===== config.mk =====
export PLATFORM = sky130hd
export DESIGN_NAME = mem_load_unit
export DESIGN_NICKNAME = d
export VERILOG_FILES = /design/src/rtl/cpu_pkg.sv /design/src/rtl/load_extract.sv /design/src/rtl/mem_load_unit.sv
export SDC_FILE = /design/constraint.sdc
export NUM_CORES = 1
export LEC_CHECK = 0
export CAP_MARGIN = 20
export CORE_MARGIN = 1
export CORE_UTILIZATION = 27
export CTS_BUF_LIST = sky130_fd_sc_hd__clkbuf_8 sky130_fd_sc_hd__clkbuf_16
export DETAILED_ROUTE_END_ITERATION = 12
export GPL_TIMING_DRIVEN = 1
export MAX_ROUTING_LAYER = met4
export PLACE_DENSITY = 0.54
export SYNTH_ARGS = -nofsm -noshare
export SYNTH_HDL_FRONTEND = slang
export SYNTH_SLANG_ARGS = --single-unit

===== constraint.sdc =====
create_clock -name clk -period 2.9 [get_ports clk]
set_clock_uncertainty 0.15 [all_clocks]
set_input_delay 0.58 -clock clk [delete_from_list [all_inputs] [get_ports clk]]
set_output_delay 0.58 -clock clk [all_outputs]
set_load 0.03 [all_outputs]

===== src/rtl/cpu_pkg.sv =====
// Shared CPU definitions used by the load path (and later the store path).
// Contents:
//   SZ_*      access size encodings carried on the size port
//   LD_*      load-unit FSM state constants
//   ld_misaligned()  flags a size/lane pair that cannot be issued to memory
package cpu_pkg;

  localparam logic [1:0] SZ_BYTE = 2'b00;
  localparam logic [1:0] SZ_HALF = 2'b01;
  localparam logic [1:0] SZ_WORD = 2'b10;
  localparam logic [1:0] SZ_RSVD = 2'b11;

  localparam logic [2:0] LD_IDLE = 3'd0;
  localparam logic [2:0] LD_REQ  = 3'd1;
  localparam logic [2:0] LD_DONE = 3'd2;
  localparam logic [2:0] LD_ERR  = 3'd3;
  localparam logic [2:0] LD_TOUT = 3'd4;

  // Reserved size is folded in here so the FSM has a single error test.
  function automatic logic ld_misaligned(input logic [1:0] size,
                                         input logic [1:0] lane);
    case (size)
      SZ_BYTE: return 1'b0;
      SZ_HALF: return lane[0];
      SZ_WORD: return |lane;
      SZ_RSVD: return 1'b1;
      default: return 1'b1;
    endcase
  endfunction

endpackage


===== src/rtl/load_extract.sv =====
// Combinational lane select and extension for loads.
// Ports:
//   mem_rdata  in  32  word read from memory, little-endian lanes
//   lane       in  2   byte offset within the word (addr[1:0])
//   size       in  2   SZ_BYTE / SZ_HALF / SZ_WORD
//   sign_ext   in  1   1 = sign-extend, 0 = zero-extend (byte/half)
//   data       out 32  extracted, extended result
module load_extract
  import cpu_pkg::*;
(
  input  logic [31:0] mem_rdata,
  input  logic [1:0]  lane,
  input  logic [1:0]  size,
  input  logic        sign_ext,
  output logic [31:0] data
);

  function automatic logic [31:0] ext8(input logic [7:0] b, input logic s);
    return {{24{s & b[7]}}, b};
  endfunction

  function automatic logic [31:0] ext16(input logic [15:0] h, input logic s);
    return {{16{s & h[15]}}, h};
  endfunction

  logic [7:0]  lane_b;
  logic [15:0] lane_h;

  always_comb begin
    case (lane)
      2'd0:    lane_b = mem_rdata[7:0];
      2'd1:    lane_b = mem_rdata[15:8];
      2'd2:    lane_b = mem_rdata[23:16];
      default: lane_b = mem_rdata[31:24];
    endcase
    // Halfwords are only issued at lane 0 or 2, so lane[1] picks the half.
    lane_h = lane[1] ? mem_rdata[31:16] : mem_rdata[15:0];
    case (size)
      SZ_BYTE: data = ext8(lane_b, sign_ext);
      SZ_HALF: data = ext16(lane_h, sign_ext);
      default: data = mem_rdata;
    endcase
  end

endmodule


===== src/rtl/mem_load_unit.sv =====
// Multi-cycle load path: accepts a load request, reads one word over a
// req/ack memory handshake, extracts the addressed byte/halfword and returns
// a registered result with a one-cycle done pulse. Misaligned/reserved-size
// requests and memory timeouts complete with err and never touch the bus.
// Ports:
//   clk, rst          clock, asynchronous active-high reset
//   start             one-cycle load request (ignored while busy)
//   addr, size        byte address and access size of the load
//   sign_ext          extension mode for byte/halfword
//   busy              high from the cycle after accept through the done cycle
//   done, err         completion pulse and error flag (valid together)
//   rdata             load result, held until the next done
//   mem_req, mem_addr word read request and word-aligned address
//   mem_ack, mem_rdata memory completion and read data
module mem_load_unit
  import cpu_pkg::*;
#(
  parameter int TIMEOUT = 16,
  parameter int CNT_W   = 5
)(
  input  logic        clk,
  input  logic        rst,
  input  logic        start,
  input  logic [31:0] addr,
  input  logic [1:0]  size,
  input  logic        sign_ext,
  output logic        busy,
  output logic        done,
  output logic        err,
  output logic [31:0] rdata,
  output logic        mem_req,
  output logic [31:0] mem_addr,
  input  logic        mem_ack,
  input  logic [31:0] mem_rdata
);

  localparam logic [CNT_W-1:0] CNT_LAST = CNT_W'(TIMEOUT - 1);

  logic [2:0]       state;
  logic [CNT_W-1:0] cnt;
  logic [1:0]       lane_q;
  logic [1:0]       size_q;
  logic             sign_q;
  logic [31:0]      ext_data;

  load_extract u_extract (
    .mem_rdata (mem_rdata),
    .lane      (lane_q),
    .size      (size_q),
    .sign_ext  (sign_q),
    .data      (ext_data)
  );

  // Request attributes only matter once REQ is reached, so they carry no reset.
  always_ff @(posedge clk) begin
    if (state == LD_IDLE && start) begin
      lane_q <= addr[1:0];
      size_q <= size;
      sign_q <= sign_ext;
    end
  end

  always_ff @(posedge clk or posedge rst) begin
    if (rst) begin
      state    <= LD_IDLE;
      cnt      <= '0;
      busy     <= 1'b0;
      done     <= 1'b0;
      err      <= 1'b0;
      rdata    <= '0;
      mem_req  <= 1'b0;
      mem_addr <= '0;
    end else begin
      done <= 1'b0;
      err  <= 1'b0;
      case (state)
        LD_IDLE: begin
          if (start) begin
            busy <= 1'b1;
            if (ld_misaligned(size, addr[1:0])) begin
              state <= LD_ERR;
              done  <= 1'b1;
              err   <= 1'b1;
            end else begin
              state    <= LD_REQ;
              mem_req  <= 1'b1;
              mem_addr <= {addr[31:2], 2'b00};
              cnt      <= '0;
            end
          end
        end
        LD_REQ: begin
          // Ack is tested first so a late ack on the last cycle still completes.
          if (mem_ack) begin
            rdata   <= ext_data;
            mem_req <= 1'b0;
            done    <= 1'b1;
            state   <= LD_DONE;
          end else if (cnt == CNT_LAST) begin
            mem_req <= 1'b0;
            done    <= 1'b1;
            err     <= 1'b1;
            state   <= LD_TOUT;
          end else begin
            cnt <= cnt + 1'b1;
          end
        end
        // DONE / ERR / TOUT: the completion cycle; start is dropped here.
        default: begin
          busy  <= 1'b0;
          state <= LD_IDLE;
        end
      endcase
    end
  end

endmodule


==> results.tsv, run 1 <==
stage	metric	value	unit
global_routing	grt-ovfl-total	0	
route	dr_total_vias	3048	
cells_and_area	area_growth	51.8	%
route	routedWlPerCell	16.1	µm
worst_hold_path	holdCritPathClass	flop to flop	
route	drt-pass1-iter-count	4	
place	io_buffers	136	
setup_path	crit_type	flop to flop	
timing	setup_ws	565	ps
floorplanning	dieHeight	117	µm
floorplanning	rows	41	
route	routed_via_density	4.73	
route	drtIter0Drc	120	
setup_path	end_kind	flop	
synth	synth-async-reset-ratio	0.937	
power_and_ir_drop	ir_worst_vdd	0.658	mV
setup_path	reg2reg_slack	570	ps
route	antenna_left	0	
cells_and_area	nNetsFinal	540	
floorplanning	initial_core_util	0.281	
synth	synth_edf_count	5	
setup_path	worst_setup_path_start_kind	flop	
cells_and_area	drive_above_1_share	0.144	
timing	post-route-min-period	2330	ps
setup_path	slowest_delay	580	ps
cts	numClockSinks	79	
timing	finalCritPeriodShare	0.805	
route	wirelength	10.4	mm
synth	syn_area	3590	µm²
place	place_worst_setup_slack	227	ps
floorplanning	core	12800	µm²
cts	cts_tree	built	
setup_path	crit_start	size_q[0]	
run_status	outcome	complete, no violations	
timing	clock.fmax	428	MHz
floorplanning	io_pins	139	
cts	clkTransAtPathRegs	60	ps
setup_path	slowest_stage	edfxtp_1	
power_and_ir_drop	power.density	1080	nW/µm²
global_routing	grt_usage	0.163	
cts	cts_root_buf	clkbuf_16	
global_routing	grt_pass1_wl	17.1	mm
place	place_congestion	0.816	
cells_and_area	n_antenna_cell	0	
cts	clkLatencyLatePin	330	ps
synth	ys_seq_elements	79	
job	cap_violations	0	
timing	relSlewSlack	0.452	
power_and_ir_drop	power_leakage	2.32	nW
worst_hold_path	worstHoldStart	rdata[7]	
global_routing	grt_pass1_vias	3320	
timing	whs	330	ps
cts	cts_resized	0	
synth	syn_avg_cell_area	10.8	µm²
cts	cts-hold-fix-buffers	0	
timing	hold_viol_final	0	
timing	worst_pin_slew	822	ps
setup_path	critPathRequiredTime	2960	ps
setup_path	worstReg2RegStart	size_q[0]	
floorplanning	fp.dieArea	13800	µm²
cells_and_area	fill_cells	1237	
synth	yosys.cell_types.count	37	
floorplanning	die_w	117	µm
synth	netlist_instances	331	
cts	cts.path.max_buffers	2	
synth	yosys_warnings	0	
synth	ys_seq_area_frac	0.558	
global_routing	grt_antenna_before_repair	0	
setup_path	path_max_fanout	21	
timing	rsz0062_at_grt	no	
cells_and_area	mostFrequentLayoutCells	clkdlybuf4s50_1, dfrtp_1, nand3_1	
global_routing	grt_max_degree	46	
timing	setup_violations	0	
setup_path	cp.arrival	2400	ps
timing	maxSlewViolCount	0	
cells_and_area	fin_cells	644	
place	dp_hpwl	7.71	mm
cts	cts_buffers	9	
timing	setup_tns	0	ps
synth	synth_top_flop_cell	dfrtp_1	
setup_path	crit_path_cell_trace	nand2b_1 > and3_1 > o31a_1 > a221o_1	
route	drc	0	
cts	h-tree-depth	3	
place	dp.cells	628	
cells_and_area	final_common_cell	clkdlybuf4s50_1	
cts	postCtsSetupBuffers	0	
[routing by layer]
| metal | global-route usage | part of all wire | vias up |
|---|---|---|---|
| met3 | 0.0550 | 0.088 | 12 |
| met5 | - | 0 | - |
| li1 | - | - | 1443 |
| met2 | 0.255 | 0.46 | 142 |
| met1 | 0.198 | 0.44 | 1451 |
| met4 | 0.0463 | 0.012 | 0 |
[worst max-delay path, delay by kind of cell, from the launching register on]
family,cells,cell delay (ps)
DFF,1,580
and+or+nand+nor,2,910
AOI/OAI and AO/OA,2,570
[path summary, 6_finish.rpt]
path	to	depth (start not counted)
worst min-delay path	rdata[7]	2
worst min register to register	rdata[7]	2
worst max register to register	rdata[3]	4
worst max-delay path	rdata[3]	4
min in group asynchronous	mem_addr[10]	2
max in group asynchronous	rdata[29]	3
[state kept, by name, summed over array words and instances, names as in the netlist]
register / flops
mem_addr: 30
busy: 1
lane_q: 2
done: 1
state: 3
mem_req: 1
size_q: 2
err: 1
sign_q: 1
rdata: 32
cnt: 5
[synthesized netlist by cell type (3+ instances only)]
cell type / n / area share
nand2_1: 34 / 0.036
a211oi_1: 3 / 0.0063
inv_1: 13 / 0.014
o31a_1: 6 / 0.015
mux2_2: 34 / 0.11
edfxtp_1: 5 / 0.042
and3_1: 8 / 0.014
clkbuf_1: 15 / 0.016
nand3_1: 37 / 0.052
buf_2: 4 / 0.0056
nor3_1: 9 / 0.013
a311oi_1: 6 / 0.015
a21boi_1: 6 / 0.013
a221o_1: 6 / 0.017
nor3b_1: 3 / 0.0063
nor2_1: 24 / 0.025
a21oi_1: 8 / 0.011
dfrtp_1: 74 / 0.52
o21ai_0: 15 / 0.021
[where the power goes]
group	internal (W)	leakage [nW]	switching, W
clock	0.000662	0.150	0.000444
sequential	0.00160	0.950	0.000290
combinational	0.00127	1.21	0.00161
[metrics by stage]
step                utilization  power (W)  area [µm²]
finish                    0.427    0.00588        5450
global route              0.427    0.00620        5450
CTS                       0.427    0.00596        5450
detailed placement        0.404    0.00482        5160
global placement          0.404    0.00479        5160
floorplan                     -    0.00355        3590
[final cells by class]
class | count | area, µm² | area share
Clock inverter | 7 | 66.3 | 0.0122
Tap cell | 172 | 215 | 0.0395
Timing Repair Buffer | 146 | 1450 | 0.266
Inverter | 13 | 48.8 | 0.00896
Sequential cell | 79 | 2000 | 0.367
Clock buffer | 9 | 225 | 0.0413
Multi-Input combinational cell | 218 | 1440 | 0.265
[kinds of logic after synthesis]
family          Yosys count  share of synthesized area
simple gates            122                      0.160
flops                    79                      0.558
compound gates           56                      0.117
mux                      35                      0.113
buf+inv                  35                     0.0422
fa+ha+maj                 2                    0.00697
other cells               1                    0.00104
xor+xnor                  1                    0.00244
Power figures use the tool's default switching activity.
==> run 2, diff against run 1 <==
--- a/config.mk
+++ b/config.mk
@@ -12,7 +12,7 @@
 export DETAILED_ROUTE_END_ITERATION = 12
 export GPL_TIMING_DRIVEN = 1
 export MAX_ROUTING_LAYER = met4
-export PLACE_DENSITY = 0.54
+export PLACE_DENSITY = 0.56
 export SYNTH_ARGS = -nofsm -noshare
 export SYNTH_HDL_FRONTEND = slang
 export SYNTH_SLANG_ARGS = --single-unit
==> constraint.sdc (replaced) <==
create_clock -name clk -period 1.9 [get_ports clk]
set_clock_uncertainty 0.15 [all_clocks]
set_input_delay 0.38 -clock clk [delete_from_list [all_inputs] [get_ports clk]]
set_output_delay 0.38 -clock clk [all_outputs]
set_load 0.03 [all_outputs]
==> run 2 against run 1 <==
- critical path depth unchanged
- sequential share of layout area decreased by 2.3 points
- design area increased by 6.7%
- sequential power up 51%
- total power rose by 50%
- the run now ends with negative setup slack left
- flip-flop and latch count is the same
- first-iteration DRC count rose by 33%
- die area did not move
==> results.tsv, run 2 (synthesis results as in run 1) <==
stage	metric	value	unit	change
run_status	outcome	complete, but fails checks		
run_status	violations	negative setup slack		
global_routing	grt_pass1_vias	3269		-1.5%
cells_and_area	n_antenna_cell	0		unchanged
setup_path	worst_setup_path_start_kind	flop		
global_routing	grt_antenna_before_repair	0		unchanged
cts	cts-hold-fix-buffers	0		unchanged
timing	whs	276	ps	-53.9 ps
route	dr_total_vias	3201		+5.0%
place	dp_hpwl	7.78	mm	+0.92%
cts	cts.path.max_buffers	2		unchanged
cells_and_area	nNetsFinal	572		+5.9%
timing	clock.fmax	521	MHz	+22%
route	wirelength	10.4	mm	+0.62%
job	cap_violations	0		unchanged
cts	numClockSinks	79		unchanged
floorplanning	rows	41		unchanged
setup_path	crit_type	flop to flop		
cts	clkTransAtPathRegs	60	ps	about the same
cells_and_area	drive_above_1_share	0.224		+0.0801
route	routed_via_density	4.74		about the same
route	drc	0		unchanged
cts	cts_buffers	9		unchanged
power_and_ir_drop	power.density	1510	nW/µm²	+40%
route	routedWlPerCell	15.5	µm	-4.1%
cells_and_area	largest_register_ffs	32		unchanged
setup_path	end_kind	flop		
worst_hold_path	holdCritPathClass	input pin to asynchronous set/reset pin		
power_and_ir_drop	ir_worst_vdd	0.810	mV	+23%
place	io_buffers	136		unchanged
floorplanning	dieHeight	117	µm	unchanged
timing	setup_ws	-19.1	ps	-584 ps
cells_and_area	mostFrequentLayoutCells	dfrtp_1, clkdlybuf4s50_1, dlygate4sd2_1		
cts	cts_root_buf	clkbuf_16		
timing	worst_pin_slew	497	ps	-325 ps
route	drt-pass1-iter-count	4		unchanged
global_routing	grt_usage	0.162		-0.000270
cells_and_area	final_core_util	0.455		+0.0286
global_routing	grt_pass1_wl	16.9	mm	-1.1%
place	place_congestion	0.853		+4.5%
floorplanning	initial_core_util	0.281		unchanged
global_routing	grt_max_degree	33		-28%
timing	finalCritPeriodShare	1.01		+0.205
floorplanning	core	12800	µm²	unchanged
global_routing	grt-ovfl-total	0		unchanged
timing	hold_viol_final	0		unchanged
timing	setup_violations	5		+5
cells_and_area	largest-register	rdata		
cells_and_area	area_growth	62.0	%	
cts	clkLatencyLatePin	330	ps	about the same
cts	cts_tree	built		
floorplanning	die_w	117	µm	unchanged
cells_and_area	final_common_cell	dfrtp_1		
cells_and_area	top_regs	rdata x32, mem_addr x30, cnt x5		
route	antenna_left	0		unchanged
timing	relSlewSlack	0.668		+0.216
timing	setup_tns	-59.7	ps	-59.7 ps
timing	maxSlewViolCount	0		unchanged
floorplanning	io_pins	139		unchanged
floorplanning	fp.dieArea	13800	µm²	unchanged
timing	rsz0062_at_grt	yes		
route	drtIter0Drc	160		+33%
setup_path	critPathRequiredTime	1950	ps	-1010 ps
power_and_ir_drop	power_leakage	2.77	nW	+19%
setup_path	path_max_fanout	7		-67%
setup_path	cp.arrival	1970	ps	-430 ps
cts	h-tree-depth	3		unchanged
timing	post-route-min-period	1920	ps	-416 ps
==> run 2: what timing repair did <==
| item | 4_1_cts | 5_1_grt |
|---|---|---|
| setup buffers | 1 | 2 |
| gates resized for setup | 60 | 30 |
| gates cloned | 0 | 1 |
| setup endpoints to repair | 78 | 53 |
| pin swaps | 8 | 3 |
==> run 2: worst max-delay path: stages, from the launching register on <==
cell      delay (ps)
edfxtp_1         410
mux4_2           580
a311oi_4         360
a21boi_2         220
a311oi_1          60
==> run 2: path summary, 6_finish.rpt <==
| kind | start | endpoint | slack (ps) | depth (start not counted) |
|---|---|---|---|---|
| min in group clk | busy | busy | 330 | 2 |
| hold reg to reg | busy | busy | 330 | 2 |
| max in group asynchronous | rst | rdata[30] | 860 | 3 |
| hold / removal | rst | mem_req | 280 | 2 |
| setup reg to reg | lane_q[1] | rdata[10] | -20 | 4 |
| setup / recovery | lane_q[1] | rdata[10] | -20 | 4 |
==> run 2: report_power, final <==
group	internal, W	switching (W)	leakage (nW)	total (W)
Sequential	0.00245	0.000403	0.950	0.00285
Clock	0.00102	0.000655	0.149	0.00168
Combinational	0.00174	0.00253	1.67	0.00427
==> run 2: per-layer routing <==
| layer | GRT usage | part of all wire |
|---|---|---|
| met3 | 0.0569 | 0.083 |
| met1 | 0.204 | 0.46 |
| met5 | - | 0 |
| met4 | 0.0593 | 0.015 |
| met2 | 0.239 | 0.44 |
==> run 2: final cells by class <==
cell class	count	area, µm²
Clock inverter	3	16.3
Fill cell	1227	6960
Clock buffer	13	280
Sequential cell	79	2000
Tap cell	172	215
Timing Repair Buffer	178	1740
Multi-Input combinational cell	218	1510
Inverter	13	52.6
==> run 2: stage by stage <==
| step | total power (W) | setup slack (ps) | std cells | area (µm²) |
|---|---|---|---|---|
| CTS | 0.00889 | -41.6 | 673 | 5690 |
| detailed placement | 0.00749 | -459 | 656 | 5420 |
| finish | 0.00880 | -19.1 | 676 | 5810 |
| floorplan | 0.00542 | 21.0 | 332 | 3600 |
| global route | 0.00931 | -107 | 676 | 5810 |
| global placement | 0.00743 | -439 | 656 | 5420 |
==> run 3, diff against run 2 <==
==> constraint.sdc (replaced) <==
create_clock -name clk -period 1.9 [get_ports clk]
set_clock_uncertainty 0.15 [all_clocks]
set_input_delay 0.57 -clock clk [delete_from_list [all_inputs] [get_ports clk]]
set_output_delay 0.57 -clock clk [all_outputs]
set_load 0.03 [all_outputs]
==> run 3 against run 2 <==
- the run still ends with negative setup slack left
- via count rose by 0.25%
- global-route usage rose by 0.32 points
- first-iteration DRC count fell by 31%
- routed wire length rose by 2.4%
- clock-buffer cell count fell by 2
- register-to-register slack got worse by 50 ps
- total power rose by 3.3%
==> results.tsv, run 3 (synthesis results as in run 1) <==
stage	metric	value	unit	change
worst_hold_path	holdCritPathClass	flop to flop		
global_routing	grt-ovfl-total	0		unchanged
cells_and_area	fill_cells	1237		+0.81%
run_status	outcome	complete, but fails checks		
run_status	violations	negative setup slack		
floorplanning	initial_core_util	0.281		unchanged
cells_and_area	drive_above_1_share	0.268		+0.0435
cts	cts_tree	built		
cts	h-tree-depth	3		unchanged
setup_path	reg2reg_slack	-70	ps	-50 ps
worst_hold_path	hold_path_end	busy		
timing	post-route-min-period	1980	ps	+63.1 ps
cells_and_area	fin_cells	695		+2.8%
cells_and_area	mostFrequentLayoutCells	dfrtp_1, dlygate4sd2_1, clkdlybuf4s50_1		
setup_path	critPathRequiredTime	1940	ps	about the same
setup_path	crit_type	input pin to flop		
cts	clkTransAtPathRegs	60	ps	about the same
cells_and_area	top_regs	rdata x32, mem_addr x30, cnt x5		
global_routing	grt_pass1_vias	3445		+5.4%
route	wirelength	10.7	mm	+2.4%
floorplanning	fp.dieArea	13800	µm²	unchanged
floorplanning	io_pins	139		unchanged
timing	clock.fmax	504	MHz	-3.2%
setup_path	crit_path_cell_trace	dlygate4sd2_1 > mux4_2 > a311oi_4 > a21boi_2 > a311oi_2		
setup_path	r2r-end	rdata[11]		
setup_path	path_max_fanout	7		unchanged
route	antenna_left	0		unchanged
cells_and_area	multi_input_area	1550	µm²	+2.6%
place	dp.cells	669		+2.0%
cells_and_area	area_growth	68.4	%	
floorplanning	rows	41		unchanged
route	drc	0		unchanged
power_and_ir_drop	power_leakage	2.80	nW	+1.1%
setup_path	cp.arrival	2020	ps	+50 ps
floorplanning	dieHeight	117	µm	unchanged
place	io_buffers	136		unchanged
place	place_worst_setup_slack	-615	ps	-157 ps
setup_path	slowest_delay	520	ps	-60 ps
worst_hold_path	worstHoldStart	busy		
cells_and_area	largest_register_ffs	32		unchanged
route	drtIter0Drc	110		-31%
timing	finalCritPeriodShare	1.04		+0.0332
global_routing	grt_usage	0.166		+0.00316
floorplanning	die_w	117	µm	unchanged
worst_hold_path	holdPathStages	2		
route	drt-pass1-iter-count	4		unchanged
place	dp_hpwl	7.88	mm	+1.3%
power_and_ir_drop	power.density	1500	nW/µm²	-0.63%
setup_path	reg2regPathDepth	4		unchanged
cells_and_area	nNetsFinal	591		+3.3%
setup_path	slowest_stage	mux4_2		
power_and_ir_drop	p_total	0.00909	W	+3.3%
job	cap_violations	0		unchanged
cts	cts.path.max_buffers	2		unchanged
route	routedWlPerCell	15.4	µm	-0.44%
cts	numClockSinks	79		unchanged
timing	rsz0062_at_grt	yes		
timing	setup_violations	6		+1
cts	cts_root_buf	clkbuf_16		
cells_and_area	final_common_cell	dfrtp_1		
global_routing	grt_pass1_wl	17.6	mm	+3.9%
cells_and_area	largest-register	rdata		
global_routing	grt_antenna_before_repair	0		unchanged
route	dr_total_vias	3209		+0.25%
place	place_congestion	0.865		+1.4%
route	routed_via_density	4.62		-2.5%
cts	cts-hold-fix-buffers	0		unchanged
timing	setup_tns	-186	ps	-127 ps
cts	cts_buffers	9		unchanged
floorplanning	core	12800	µm²	unchanged
cells_and_area	n_antenna_cell	0		unchanged
setup_path	end_kind	flop		
timing	whs	330	ps	+53.9 ps
timing	maxSlewViolCount	0		unchanged
global_routing	grt_max_degree	56		+70%
setup_path	worstReg2RegStart	lane_q[1]		
cells_and_area	regArea	2000	µm²	unchanged
setup_path	worst_setup_path_start_kind	input pin		
timing	hold_viol_final	0		unchanged
power_and_ir_drop	ir_worst_vdd	0.775	mV	-4.3%
cts	clkLatencyLatePin	330	ps	about the same
timing	setup_ws	-82.2	ps	-63.1 ps
run 3: changes by cell type in the layout (fill, tap and decap cells not counted), moves of 2 or more:
cell / before / now
clkbuf_8: 4 / 1
inv_1: 13 / 11
clkinv_4: 0 / 2
dlygate4sd2_1: 50 / 73
clkdlybuf4s50_1: 70 / 60
bufbuf_16: 0 / 2
dlymetal6s2s_1: 16 / 0
buf_12: 6 / 10
inv_6: 0 / 3
buf_4: 33 / 46
run 3: repair_timing:
item	CTS	global route
endpoints found under the hold margin	0	0
endpoints found under the setup margin	120	32
pin swaps	8	4
resized for setup	92	13
setup buffers	5	2
gates cloned	2	1
run 3: how the worst max path moves through the flow:
stage | from | to | slack [ps] | cells past startpoint
2_1_floorplan | start | mem_addr[10] | -20 | 6
3_5_place_dp | mem_rdata[31] | rdata[11] | -620 | 5
4_1_cts | lane_q[1] | rdata[11] | -180 | 4
3_3_place_gp | mem_rdata[31] | rdata[10] | -560 | 5
6_report | mem_rdata[15] | rdata[11] | -80 | 5
5_1_grt | lane_q[1] | rdata[11] | -130 | 4
run 3: layout make-up:
class / count / area share
Clock buffer: 11 / 0.0437
Clock inverter: 5 / 0.00724
Inverter: 13 / 0.00869
Multi-Input combinational cell: 218 / 0.256
Sequential cell: 79 / 0.331
Tap cell: 172 / 0.0356
Timing Repair Buffer: 197 / 0.318
run 3: per-stage QoR:
stage | cell area [µm²] | util
6_report | 6040 | 0.473
5_1_grt | 6040 | 0.473
4_1_cts | 5970 | 0.467
3_5_place_dp | 5570 | 0.436
3_3_place_gp | 5570 | 0.436
2_1_floorplan | 3610 | -
run 3: power breakdown:
part	internal, W	switching [W]	total, W
clock network	0.00102	0.000724	0.00174
logic	0.00188	0.00259	0.00447
registers	0.00245	0.000426	0.00287
run 3: critical path, delay by kind of cell:
kind / cells / cell delay (ps)
AO/OA/AOI/OAI: 3 / 700
multiplexers: 1 / 520
buffers and inverters: 1 / 240
run 3: metal layers:
metal  GRT usage  wire, µm  part of all wire  up-vias
met5           -         0                 0        -
met4      0.0479       134             0.013        0
met2       0.262      4940              0.46      128
li1            -         -                 -     1546
met3      0.0569       936             0.088       13
met1       0.199      4680              0.44     1522
